**src/rtl/reg_writeback_if.sv**
```systemverilog
`default_nettype none
// ============================================================================
// Module   : reg_writeback_if
// Purpose  : Bundles every signal between the writeback block and its
//            neighbours (ALU result, load handshake, issue/decode scoreboard
//            query, register-file write port, hold and occupancy status).
// Modports : slave  - used by reg_writeback
//            master - used by the surrounding pipeline (or a bench)
// Revision : 1.0 - initial release
// ============================================================================
interface reg_writeback_if #(
  parameter int XLEN       = 32,
  parameter int FIFO_DEPTH = 2
);
  localparam int CW = $clog2(FIFO_DEPTH) + 1;

  logic            alu_valid;
  logic [4:0]      alu_rd;
  logic [XLEN-1:0] alu_data;
  logic            mem_valid;
  logic            mem_ready;
  logic [4:0]      mem_rd;
  logic [XLEN-1:0] mem_data;
  logic            issue_valid;
  logic [4:0]      issue_rd;
  logic [4:0]      rs1_addr;
  logic [4:0]      rs2_addr;
  logic            rs1_busy;
  logic            rs2_busy;
  logic            rf_we;
  logic [4:0]      rf_waddr;
  logic [XLEN-1:0] rf_wdata;
  logic            alu_hold;
  logic [CW-1:0]   fifo_count;

  modport slave (
    input  alu_valid, alu_rd, alu_data,
    input  mem_valid, mem_rd, mem_data,
    input  issue_valid, issue_rd, rs1_addr, rs2_addr,
    output mem_ready, rs1_busy, rs2_busy,
    output rf_we, rf_waddr, rf_wdata, alu_hold, fifo_count
  );

  modport master (
    output alu_valid, alu_rd, alu_data,
    output mem_valid, mem_rd, mem_data,
    output issue_valid, issue_rd, rs1_addr, rs2_addr,
    input  mem_ready, rs1_busy, rs2_busy,
    input  rf_we, rf_waddr, rf_wdata, alu_hold, fifo_count
  );
endinterface
`default_nettype wire

```
**src/rtl/reg_writeback.sv**
```systemverilog
`default_nettype none
// ============================================================================
// Module   : reg_writeback
// Purpose  : Writeback arbiter and register scoreboard in front of the
//            register-file write port. ALU results always win; load results
//            are buffered in a small FIFO and drained when the ALU is idle.
//            A starve counter raises alu_hold so a waiting load is not
//            blocked forever. A pending bitmap tells decode which registers
//            still have a write outstanding.
// Ports    : clk      - rising-edge clock
//            reset_n  - asynchronous active-low reset
//            bus      - reg_writeback_if.slave (ALU, load handshake, issue,
//                       operand busy query, RF write port, status)
// Revision : 1.0 - initial release
// ============================================================================
module reg_writeback #(
  parameter int XLEN         = 32,
  parameter int FIFO_DEPTH   = 2,
  parameter int STARVE_LIMIT = 4
) (
  input  logic           clk,
  input  logic           reset_n,
  reg_writeback_if.slave bus
);
  localparam int PW = $clog2(FIFO_DEPTH);
  localparam int CW = PW + 1;
  localparam int SW = $clog2(STARVE_LIMIT + 1);
  localparam logic [CW-1:0] DEPTH_C = CW'(FIFO_DEPTH);
  localparam logic [SW-1:0] LIMIT_C = SW'(STARVE_LIMIT);

  // Load FIFO storage (data path only, no reset needed)
  logic [4:0]      fifo_rd   [FIFO_DEPTH];
  logic [XLEN-1:0] fifo_data [FIFO_DEPTH];

  logic [PW-1:0]   wr_ptr;
  logic [PW-1:0]   rd_ptr;
  logic [CW-1:0]   count;
  logic [CW-1:0]   count_next;
  logic [SW-1:0]   starve;
  logic [SW-1:0]   starve_next;
  logic [31:0]     pending;
  logic [31:0]     pending_next;

  logic            rf_we_q;
  logic [4:0]      rf_waddr_q;
  logic [XLEN-1:0] rf_wdata_q;
  logic            hold_q;

  logic            fifo_empty;
  logic            push;
  logic            pop;
  logic            win_valid;
  logic [4:0]      win_rd;
  logic [XLEN-1:0] win_data;

  assign fifo_empty = (count == '0);
  // Ready depends only on the registered count; a pop in the same cycle
  // does not free a slot for this cycle's offer.
  assign bus.mem_ready = (count < DEPTH_C);
  assign push          = bus.mem_valid && bus.mem_ready;
  assign pop           = !bus.alu_valid && !fifo_empty;
  assign win_valid     = bus.alu_valid || pop;
  assign win_rd        = bus.alu_valid ? bus.alu_rd   : fifo_rd[rd_ptr];
  assign win_data      = bus.alu_valid ? bus.alu_data : fifo_data[rd_ptr];

  assign bus.rf_we      = rf_we_q;
  assign bus.rf_waddr   = rf_waddr_q;
  assign bus.rf_wdata   = rf_wdata_q;
  assign bus.alu_hold   = hold_q;
  assign bus.fifo_count = count;
  assign bus.rs1_busy   = pending[bus.rs1_addr];
  assign bus.rs2_busy   = pending[bus.rs2_addr];

  always_comb begin
    count_next = count;
    case ({push, pop})
      2'b10:   count_next = count + 1'b1;
      2'b01:   count_next = count - 1'b1;
      default: count_next = count;
    endcase
  end

  // The counter only grows while a load is waiting and the ALU takes the port.
  always_comb begin
    starve_next = starve;
    if (pop || fifo_empty) begin
      starve_next = '0;
    end else if (bus.alu_valid && (starve != LIMIT_C)) begin
      starve_next = starve + 1'b1;
    end
  end

  // Clear from the write leaving the port this cycle, then apply the new
  // issue so a fresh producer of the same register keeps it pending.
  always_comb begin
    pending_next = pending;
    if (rf_we_q) begin
      pending_next[rf_waddr_q] = 1'b0;
    end
    if (bus.issue_valid && (bus.issue_rd != 5'd0)) begin
      pending_next[bus.issue_rd] = 1'b1;
    end
    pending_next[0] = 1'b0;
  end

  always_ff @(posedge clk) begin
    if (push) begin
      fifo_rd[wr_ptr]   <= bus.mem_rd;
      fifo_data[wr_ptr] <= bus.mem_data;
    end
  end

  always_ff @(posedge clk or negedge reset_n) begin
    if (!reset_n) begin
      wr_ptr     <= '0;
      rd_ptr     <= '0;
      count      <= '0;
      starve     <= '0;
      pending    <= '0;
      rf_we_q    <= 1'b0;
      rf_waddr_q <= 5'd0;
      rf_wdata_q <= '0;
      hold_q     <= 1'b0;
    end else begin
      if (push) begin
        wr_ptr <= wr_ptr + 1'b1;
      end
      if (pop) begin
        rd_ptr <= rd_ptr + 1'b1;
      end
      count   <= count_next;
      starve  <= starve_next;
      pending <= pending_next;
      // Hold follows the counter one cycle later.
      hold_q  <= (starve >= LIMIT_C);
      // A winner to x0 is consumed but never written.
      rf_we_q <= win_valid && (win_rd != 5'd0);
      if (win_valid) begin
        rf_waddr_q <= win_rd;
        rf_wdata_q <= win_data;
      end
    end
  end
endmodule
`default_nettype wire

```
**src/flat_wrapper.sv**
```systemverilog
// flat-port wrapper written by rule: the top's interface ports become plain ports
module reg_writeback_flat 
#(
  parameter int XLEN         = 32,
  parameter int FIFO_DEPTH   = 2,
  parameter int STARVE_LIMIT = 4
)
  (clk, reset_n, bus_alu_valid, bus_alu_rd, bus_alu_data, bus_mem_valid, bus_mem_rd, bus_mem_data, bus_issue_valid, bus_issue_rd, bus_rs1_addr, bus_rs2_addr, bus_mem_ready, bus_rs1_busy, bus_rs2_busy, bus_rf_we, bus_rf_waddr, bus_rf_wdata, bus_alu_hold, bus_fifo_count);
  reg_writeback_if #(.XLEN(XLEN), .FIFO_DEPTH(FIFO_DEPTH)) bus_i ();
  input  logic clk;
  input  logic reset_n;
  input wire logic [$bits(bus_i.alu_valid)-1:0] bus_alu_valid;
  input wire logic [$bits(bus_i.alu_rd)-1:0] bus_alu_rd;
  input wire logic [$bits(bus_i.alu_data)-1:0] bus_alu_data;
  input wire logic [$bits(bus_i.mem_valid)-1:0] bus_mem_valid;
  input wire logic [$bits(bus_i.mem_rd)-1:0] bus_mem_rd;
  input wire logic [$bits(bus_i.mem_data)-1:0] bus_mem_data;
  input wire logic [$bits(bus_i.issue_valid)-1:0] bus_issue_valid;
  input wire logic [$bits(bus_i.issue_rd)-1:0] bus_issue_rd;
  input wire logic [$bits(bus_i.rs1_addr)-1:0] bus_rs1_addr;
  input wire logic [$bits(bus_i.rs2_addr)-1:0] bus_rs2_addr;
  output wire logic [$bits(bus_i.mem_ready)-1:0] bus_mem_ready;
  output wire logic [$bits(bus_i.rs1_busy)-1:0] bus_rs1_busy;
  output wire logic [$bits(bus_i.rs2_busy)-1:0] bus_rs2_busy;
  output wire logic [$bits(bus_i.rf_we)-1:0] bus_rf_we;
  output wire logic [$bits(bus_i.rf_waddr)-1:0] bus_rf_waddr;
  output wire logic [$bits(bus_i.rf_wdata)-1:0] bus_rf_wdata;
  output wire logic [$bits(bus_i.alu_hold)-1:0] bus_alu_hold;
  output wire logic [$bits(bus_i.fifo_count)-1:0] bus_fifo_count;
  assign bus_i.alu_valid = bus_alu_valid;
  assign bus_i.alu_rd = bus_alu_rd;
  assign bus_i.alu_data = bus_alu_data;
  assign bus_i.mem_valid = bus_mem_valid;
  assign bus_i.mem_rd = bus_mem_rd;
  assign bus_i.mem_data = bus_mem_data;
  assign bus_i.issue_valid = bus_issue_valid;
  assign bus_i.issue_rd = bus_issue_rd;
  assign bus_i.rs1_addr = bus_rs1_addr;
  assign bus_i.rs2_addr = bus_rs2_addr;
  assign bus_mem_ready = bus_i.mem_ready;
  assign bus_rs1_busy = bus_i.rs1_busy;
  assign bus_rs2_busy = bus_i.rs2_busy;
  assign bus_rf_we = bus_i.rf_we;
  assign bus_rf_waddr = bus_i.rf_waddr;
  assign bus_rf_wdata = bus_i.rf_wdata;
  assign bus_alu_hold = bus_i.alu_hold;
  assign bus_fifo_count = bus_i.fifo_count;
  reg_writeback #(.XLEN(XLEN), .FIFO_DEPTH(FIFO_DEPTH), .STARVE_LIMIT(STARVE_LIMIT)) u_core (.clk(clk), .reset_n(reset_n), .bus(bus_i));
endmodule
```
**config.mk**
```make
export PLATFORM = sky130hd
export DESIGN_NAME = reg_writeback_flat
export DESIGN_NICKNAME = d
export VERILOG_FILES = /design/src/rtl/reg_writeback_if.sv /design/src/rtl/reg_writeback.sv /design/src/flat_wrapper.sv
export SDC_FILE = /design/constraint.sdc
export NUM_CORES = 1
export LEC_CHECK = 0
export ABC_AREA = 0
export CAP_MARGIN = 20
export CORE_UTILIZATION = 40
export CTS_BUF_LIST = sky130_fd_sc_hd__clkbuf_4
export CTS_CLUSTER_SIZE = 12
export DETAILED_ROUTE_END_ITERATION = 12
export PLACE_DENSITY = 0.76
export SLEW_MARGIN = 20
export SYNTH_ARGS = -nofsm -noshare
export SYNTH_HDL_FRONTEND = slang
export SYNTH_SLANG_ARGS = --single-unit
```
**constraint.sdc**
```tcl
create_clock -name clk -period 5.8 [get_ports clk]
set_input_delay 0.87 -clock clk [delete_from_list [all_inputs] [get_ports clk]]
set_output_delay 0.87 -clock clk [all_outputs]
set_load 0.02 [all_outputs]
```
# ---- Word-level counts from Yosys, hierarchy flattened
# Memories as Yosys holds them, arrays and structs flattened.
# Cells that the tools add are included.
# Widths: inputs -> output; s select.
dict set report op_classes {
  addsub 5
  order_cmp 8
  n_eq_ne 3
  mux 17
  bitwise 3
  reduce_logical 16
}
# op count
set op_table {}
lappend op_table {{$mux 32} 3}
lappend op_table {{$and 32x32->32} 1}
lappend op_table {{$not 32->32} 1}
lappend op_table {{$or 32x32->32} 1}
lappend op_table {{$lt 5x6->1 const B} 4}
lappend op_table {{$bmux 1 s5} 2}
lappend op_table {{$demux 1 s5} 2}
lappend op_table {{$ge 5x1->1 const B} 2}
lappend op_table {{$reduce_bool 5->1} 2}
lappend op_table {{$logic_and 1x1->1} 7}
lappend op_table {{$mux 1} 6}
lappend op_table {{$mux 3} 2}
lappend op_table {{$mux 5} 1}
lappend op_table {{$pmux 2 s2} 1}
lappend op_table {{$reduce_bool 2->1} 2}
lappend op_table {{$add 3x1->3 const B} 1}
lappend op_table {{$ge 3x3->1 const B} 1}
lappend op_table {{$ne 3x3->1 const B} 1}
lappend op_table {{$add 1x1->1 const B} 2}
lappend op_table {{$add 2x1->2 const B} 1}
lappend op_table {{$eq 2x1->1 const B} 1}
lappend op_table {{$eq 2x2->1 const B} 1}
lappend op_table {{$logic_not 1->1} 2}
lappend op_table {{$logic_not 2->1} 1}
lappend op_table {{other kinds (3)} 4}
dict set report word_totals {
  register_bits 77
  ramBits 74
  input_bits 94
  out_inout_bits 44
  elab_cells 63
  n_memories 2
}
# memory depth width rd rd_clocked_by_memory_dff write_ports line_no
set memory_table {}
lappend memory_table {u_core.fifo_data 2 32 1 0 1 reg_writeback.sv:33} ;# logic [XLEN-1:0] fifo_data [FIFO_DEPTH];
lappend memory_table {u_core.fifo_rd 2 5 1 0 1 reg_writeback.sv:32} ;# logic [4:0] fifo_rd [FIFO_DEPTH];

# ---- Logic depth before layout (Yosys ltp)
# Gate-level depths: netlist of the first run.
dict set report depth {
  depth_word 9
  mapped_depth 8
  mapped_depth_nobuf 6
}

# ---- Worst setup path before layout of the first run
# Ideal clock, no wire load.
dict set report synth_path {
  path_kind {input to register}
  startpoint {input port bus_mem_valid}
  endpoint {memory u_core.fifo_data[0][0] (enable)}
  setup_ps 431
  arrival_ps 2541
  required_ps 5369
  path_slack_ps 2827
  cell_stages 2
  path_buffers 0
  path_cell_list {nand2_1 nor2_1}
}
dict set report synth_between {
  elab_chain_cells 3
}
# element line_no
set synth_lines {}
lappend synth_lines {{start, declared} flat_wrapper.sv:15} ;# input wire logic [$bits(bus_i.mem_valid)-1:0] bus_mem_valid;
lappend synth_lines {{$logic_and 1x1->1} reg_writeback.sv:60} ;# assign push = bus.mem_valid && bus.mem_ready;
lappend synth_lines {{$mux 1} reg_writeback.sv:107} ;# if (push) begin
lappend synth_lines {{$mux 1 (not written as such)} reg_writeback.sv:109} ;# fifo_data[wr_ptr] <= bus.mem_data;
lappend synth_lines {{end, declared} reg_writeback.sv:33}
# No other way between the ends.

# ---- Worst setup path after layout of the first run
dict set report layout_path {
  startpoint {input port bus_rs2_addr[0]}
  endpoint {output port bus_rs2_busy}
}
dict set report layout_between {
  elab_chain_cells 2
}
# element line_no
set layout_lines {}
lappend layout_lines {{start, declared} flat_wrapper.sv:21} ;# input wire logic [$bits(bus_i.rs2_addr)-1:0] bus_rs2_addr;
lappend layout_lines {{$bmux 1 s5} reg_writeback.sv:72} ;# assign bus.rs2_busy = pending[bus.rs2_addr];
lappend layout_lines {{$mux 1 (not written as such)} reg_writeback.sv:72}
lappend layout_lines {{end, declared} flat_wrapper.sv:24} ;# output wire logic [$bits(bus_i.rs2_busy)-1:0] bus_rs2_busy;
# No other way between the ends. The select of a mux whose other input is x is not followed.

==> results of run 1 <==
## per-layer routing
layer	vias to the layer above	share of wire [%]	GRT usage [%]
li1	2278	-	-
met1	2329	41	22.5
met2	184	50	32.5
met3	28	7.3	5.86
met4	0	1.8	7.66
met5	-	0	0
## worst max-delay path, cell delays in order
cell             delay [ps]
clkdlybuf4s50_1         700
mux4_2                  570
nand2b_1                160
o211ai_1                120
nand4_1                 120
clkdlybuf4s50_1         560
## worst paths after layout
check | from | end | slack (ps) | cells past startpoint
max | bus_rs2_addr[0] | bus_rs2_busy | 1840 | 6
min | reset_n | u_core.pending[13] | 230 | 1
max reg2reg | u_core.bus.fifo_count[0] | u_core.bus.fifo_count[1] | 3810 | 6
min reg2reg | u_core.starve[2] | u_core.bus.alu_hold | 490 | 0
max in group asynchronous | reset_n | u_core.rd_ptr | 4970 | 2
min in group clk | u_core.starve[2] | u_core.bus.alu_hold | 490 | 0
## synth_stat cells (3+ instances only)
| cell | number |
|---|---|
| o21ai_0 | 100 |
| dfrtp_1 | 77 |
| edfxtp_1 | 74 |
| mux2i_1 | 55 |
| nor2_1 | 50 |
| nand2_1 | 47 |
| a21oi_1 | 42 |
| nand3_1 | 13 |
| clkbuf_1 | 12 |
| buf_2 | 11 |
| nand3b_1 | 10 |
| mux4_2 | 6 |
| inv_1 | 5 |
| xnor2_1 | 5 |
| a22oi_1 | 4 |
| buf_4 | 4 |
| nand2b_1 | 4 |
| nor2b_1 | 4 |
| or3b_2 | 4 |
| ha_1 | 3 |
## cell families after synthesis
logic type               count (synthesis)  share of synthesized area, %
AO/OA/AOI/OAI                          154                          12.3
XOR/XNOR                                 6                         0.803
adder cells (fa/ha/maj)                  3                         0.574
buffers and inverters                   34                          2.39
flip-flops                             151                          63.4
multiplexers                            63                          10.8
AND/OR/NAND/NOR                        139                          9.71
## metrics by stage
step,total power [mW],std cells,instance area [sq um]
3_5_place_dp,3.00,876,8070
4_1_cts,3.59,907,8330
2_1_floorplan,2.47,550,6540
3_3_place_gp,2.93,876,8070
5_1_grt,3.80,909,8380
6_report,3.58,909,8380
## power groups by stage
stage,clock (mW),combinational (mW),sequential (mW)
after global routing,0.651,1.37,1.78
after global placement,0,1.19,1.74
after CTS,0.613,1.24,1.74
after detailed placement,0,1.24,1.76
after floorplan,0,0.748,1.72
final,0.595,1.24,1.74
## flip-flops by register name (all words and copies together), names as in the netlist
register and cells:
u_core.bus.rf_wdata 32, u_core.bus.rf_we 1, u_core.rd_ptr 1, u_core.pending 31, u_core.bus.rf_waddr 5, u_core.wr_ptr 1
u_core.fifo_rd 10, u_core.fifo_data 64, u_core.starve 3, u_core.bus.alu_hold 1, u_core.bus.fifo_count 2
## layout make-up
type,instances,area [sq um]
clock buffers,19,143
clock inverters,12,111
fillers,1365,7570
inverters,5,18.8
multi-input cells,365,2250
flip-flops and latches,151,4150
well taps,216,270
repair buffers,141,1430
==> impl_metrics.py, run 1 <==
metrics = {
    "global_route": {
        "globalRouteOverflowTotal": 0,
        "grt_pass1_wl_mm": 24.2,
        "grt_use_total_pct": 19.1,
        "grt_max_degree": 79,
        "antenna_found_initial": 0,
        "grt_pass1_vias": 4889,
    },
    "timing": {
        "setup_viol": 0,
        "fin_skew_ps": 10.8,
        "fin_setup_tns_ps": 0,
        "min_period_over_period_pct": 68.3,
        "worst_slew_pin_slew_ps": 935,
        "maxSlewViolCount": 0,
        "rsz0062_at_grt": "no",
        "worst_slack_ps": 1840,
        "fin_crit_ps": 3960,
        "whs_ps": 230,
        "finalHoldViolations": 0,
        "slew_headroom_pct": 37.6,
        "max_freq_mhz": 252,
    },
    "setup_path": {
        "worst_ep_required_time_ps": 4930,
        "crit_path_max_fanout": 7,
        "cp-start-kind": "input pin",
        "critPathCaptureType": "output port",
        "worstSetupPathType": "in -> out",
        "worstPathArrival_ps": 3090,
    },
    "placed_design": {
        "gp_congestion": 0.941,
        "hpwl_mm": 10.3,
        "place_ws_ps": 1860,
        "io_buffers": 137,
    },
    "die": {
        "die_area_sq_um": 16900,
        "fp.dieH_um": 130,
        "io-pin-count": 138,
        "start_util_pct": 41.0,
        "placeableCoreArea_sq_um": 15900,
        "core.rowCount": 46,
        "die_w_um": 130,
    },
    "cts": {
        "cts.clk_slew.worst_paths_ps": 110,
        "cts-root-buf": "clkbuf_4",
        "numCtsBuffers": 17,
        "clk_latency_ps": 560,
        "post_cts_resized": 0,
        "post_cts_buffers": 0,
        "cts_tree": "yes",
        "cts.sinks": 151,
        "cts_hold_buf": 0,
        "clock_path_buffers": 2,
        "htreeDepth": 4,
    },
    "detailed_routing": {
        "postRouteAntennaNets": 0,
        "wl_per_cell_um": 16.6,
        "firstDrtPassIters": 5,
        "drc": 0,
        "wl_mm": 15.1,
        "via_per_inst": 5.30,
        "num_vias": 4819,
        "initialDrtViolationCount": 278,
    },
    "final_layout": {
        "drive_gt1_share_pct": 7.50,
        "num_antenna_cells": 0,
        "layout_common_cells": "135 x clkdlybuf4s50_1, 100 x o21ai_0, 76 x dfrtp_1",
        "final_nets": 778,
        "mostFrequentLayoutCell": "clkdlybuf4s50_1",
        "area_growth_pct": 28.0,
        "final_util_pct": 52.5,
    },
    "yosys": {
        "synthTopCellsByArea": "edfxtp_1 34%, dfrtp_1 29%, mux2i_1 8.4%",
        "ys_ff_latch": 151,
        "synth_edf_count": 74,
        "synthCells": 550,
        "synth_cell_types": 33,
        "synth_area_leader_cell": "edfxtp_1",
        "synth_top_flop_cell": "dfrtp_1",
        "syn_nets": 647,
        "async_reset_ff_share_pct": 51.0,
        "yosys_warnings": 0,
        "yosysSeqAreaShare_pct": 63.4,
        "syn-cell-area_sq_um": 6540,
        "avgSynthCellArea_sq_um": 11.9,
        "netlist.area_leader.share_pct": 34.0,
    },
    "pwr": {
        "powerDensity_nw_per_um2": 428,
        "p_clk_share_pct": 16.6,
        "ir_worst_vdd_mv": 0.206,
        "sw_frac_of_total_pct": 36.1,
        "p_switching_mw": 1.29,
        "p_int_mw": 2.29,
        "seq_power_share_pct": 48.7,
        "p_leak_nw": 3.20,
        "combPwrFrac_pct": 34.7,
    },
    "job": {
        "drv_cap": 0,
    },
    "outcome": {
        "run_status": "finished clean",
    },
    "min_path": {
        "min_path_type": "in -> async",
    },
}
Note: power is estimated with default switching activity, not from simulation.
==> inputs of run 2 (changes only) <==
--- a/config.mk
+++ b/config.mk
@@ -11,7 +11,7 @@
 export CTS_BUF_LIST = sky130_fd_sc_hd__clkbuf_4
 export CTS_CLUSTER_SIZE = 12
 export DETAILED_ROUTE_END_ITERATION = 12
-export PLACE_DENSITY = 0.76
+export PLACE_DENSITY = 0.79
 export SLEW_MARGIN = 20
 export SYNTH_ARGS = -nofsm -noshare
 export SYNTH_HDL_FRONTEND = slang
==> constraint.sdc (replaced) <==
create_clock -name clk -period 3.3 [get_ports clk]
set_input_delay 0.495 -clock clk [delete_from_list [all_inputs] [get_ports clk]]
set_output_delay 0.495 -clock clk [all_outputs]
set_load 0.02 [all_outputs]
==> run 2 against run 1 <==
  * The flow now finishes with violations (hold timing)
  * Final area rose by 0.40%
  * Via count rose by 1.1%
  * Routed wire length rose by 0.78%
  * Clock skew rose by 13 ps
  * Non-clock buffer count rose by 1
  * Critical endpoint is now bus_rs1_busy
  * Largest power group unchanged
  * Highest routed layer unchanged
==> impl_metrics.py, run 2 (same netlist as run 1, synthesis figures left out) <==
metrics = {
    "timing": {
        "slew_headroom_pct": 40.1,
        "maxSlewViolCount": 0,
        "fin_setup_tns_ps": 0,
        "worst_slew_pin_slew_ps": 899,
        "rsz0062_at_grt": "no",
        "min_period_over_period_pct": 92.5,
        "finalHoldViolations": 5,
        "fin_crit_ps": 3050,
        "whs_ps": -9.77,
        "max_freq_mhz": 328,
        "setup_viol": 0,
        "fin_skew_ps": 24.0,
    },
    "setup_path": {
        "slowest_delay_ps": 740,
        "reg2reg_to": "u_core.bus.fifo_count[1]",
        "worst_ep_required_time_ps": 2800,
        "reg2reg_setup_slack_ps": 1310,
        "regToRegStartpoint": "u_core.bus.fifo_count[1]",
        "r2r.worst_path.cells": 7,
        "worstSetupPathType": "in -> out",
        "crit_chain": "clkdlybuf4s50_1, mux4_2, nand2b_1, o2111ai_1, nand4_1, clkdlybuf4s50_1",
        "worstPathArrival_ps": 2560,
        "cp_common_cell": "clkdlybuf4s50_1",
        "crit_path_max_fanout": 10,
        "critPathCaptureType": "output port",
        "cp-start-kind": "input pin",
        "crit_path_top_delay_cell": "clkdlybuf4s50_1",
        "cp_top_family": "buffers and inverters",
        "cp.buffers_inverters": 2,
    },
    "cts": {
        "cts.clk_slew.worst_paths_ps": 130,
        "cts-root-buf": "clkbuf_4",
        "htreeDepth": 4,
        "clock_path_buffers": 2,
        "numCtsBuffers": 17,
        "cts_tree": "yes",
        "cts.sinks": 151,
        "cts_hold_buf": 0,
        "clk_latency_ps": 520,
    },
    "detailed_routing": {
        "via_per_inst": 5.35,
        "initialDrtViolationCount": 298,
        "drc": 0,
        "postRouteAntennaNets": 0,
        "firstDrtPassIters": 5,
        "wl_mm": 15.2,
        "wl_per_cell_um": 16.7,
        "num_vias": 4871,
    },
    "pwr": {
        "p_leak_nw": 3.23,
        "p_clk_share_pct": 18.6,
        "ir_worst_vdd_mv": 0.368,
        "powerDensity_nw_per_um2": 764,
        "combPwrFrac_pct": 34.9,
        "sw_frac_of_total_pct": 36.3,
        "seq_power_share_pct": 46.5,
        "p_int_mw": 4.10,
        "p_switching_mw": 2.33,
    },
    "global_route": {
        "busiest_layer": "met2",
        "globalRouteOverflowTotal": 0,
        "grtUsageMet2_pct": 31.8,
        "use_met3_pct": 4.96,
        "antenna_found_initial": 0,
        "grt_pass1_wl_mm": 24.0,
        "grt_use_total_pct": 18.7,
        "grtUsageMet1_pct": 22.0,
        "grt_max_degree": 78,
        "grt_pass1_vias": 4860,
    },
    "final_layout": {
        "drive_gt1_share_pct": 7.63,
        "area_growth_pct": 28.5,
        "layout_common_cells": "132 x clkdlybuf4s50_1, 100 x o21ai_0, 76 x dfrtp_1",
        "largest_register_ffs": 64,
        "num_antenna_cells": 0,
        "largest_register": "u_core.fifo_data",
        "mostFrequentLayoutCell": "clkdlybuf4s50_1",
        "final_nets": 779,
        "final_util_pct": 52.7,
    },
    "outcome": {
        "run_status": "finished, violations left",
        "violations": "hold timing",
    },
    "die": {
        "die_area_sq_um": 16900,
        "die_w_um": 130,
        "placeableCoreArea_sq_um": 15900,
        "core.rowCount": 46,
        "start_util_pct": 41.0,
        "fp.dieH_um": 130,
        "io-pin-count": 138,
    },
    "min_path": {
        "min_path_type": "in -> async",
    },
    "job": {
        "drv_cap": 0,
    },
    "placed_design": {
        "gp_congestion": 0.946,
        "hpwl_mm": 10.6,
        "io_buffers": 137,
    },
}
-- run 2: final cells by class --
class                           instances  area (sq um)
Clock inverter                         15           176
Clock buffer                           17           128
Inverter                                5          18.8
Tap cell                              216           270
Fill cell                            1347          7530
Timing Repair Buffer                  142          1410
Multi-Input combinational cell        365          2250
Sequential cell                       151          4150
-- run 2: stage by stage --
stage	setup slack, ps	total power, mW	instance area, sq um	hold slack, ps	cells
3_3_place_gp	179	5.15	8090	426	879
6_report	249	6.43	8410	-9.77	911
3_5_place_dp	139	5.28	8090	445	879
4_1_cts	135	6.46	8400	127	911
5_1_grt	109	6.81	8410	9.24	911
2_1_floorplan	429	4.33	6540	199	550
-- run 2: how the worst max path moves through the flow --
stage,to,cells after the start,from
2_1_floorplan,u_core.fifo_data[0][0],3,u_core.bus.fifo_count[1]
3_5_place_dp,bus_rs2_busy,6,bus_rs2_addr[0]
3_3_place_gp,bus_rs2_busy,6,bus_rs2_addr[0]
4_1_cts,bus_rs2_busy,6,bus_rs2_addr[0]
6_report,bus_rs1_busy,6,bus_rs1_addr[1]
5_1_grt,bus_rs2_busy,6,bus_rs2_addr[1]
-- run 2: worst reg2reg max path, delay by kind of cell (launching register included) --
family | cells | cell delay (ps)
AND/OR/NAND/NOR | 3 | 400
adder cells (fa/ha/maj) | 1 | 260
flip-flops | 1 | 470
XOR/XNOR | 2 | 260
buffers and inverters | 1 | 520
-- run 2: layer usage --
metal / up-vias / wire length, um
met3: 24 / 1280
met5: - / 0
li1: 2268 / -
met1: 2341 / 6230
met2: 238 / 7450
met4: 0 / 249
-- run 2: power by group through the flow --
stage,clock (mW),sequential [mW],combinational (mW)
CTS,1.22,2.99,2.26
global placement,0,2.99,2.16
global route,1.29,3.06,2.46
finish,1.19,2.99,2.24
floorplan,0,3.02,1.31
detailed placement,0,3.03,2.25
-- run 2: repair_timing --
action / 4_1_cts / 5_1_grt
gates resized for setup: 0 / 3
endpoints found under the setup margin: 0 / 2
endpoints found under the hold margin: 0 / 0
setup buffers: 0 / 0
==> inputs of run 3 (changes only) <==
--- a/config.mk
+++ b/config.mk
@@ -9,6 +9,7 @@
 export CAP_MARGIN = 20
 export CORE_UTILIZATION = 40
 export CTS_BUF_LIST = sky130_fd_sc_hd__clkbuf_4
+export CTS_CLUSTER_DIAMETER = 150
 export CTS_CLUSTER_SIZE = 12
 export DETAILED_ROUTE_END_ITERATION = 12
 export PLACE_DENSITY = 0.79
==> results of run 3 <==
No change in the layout: final DEF, timing and power equal those of run 2.
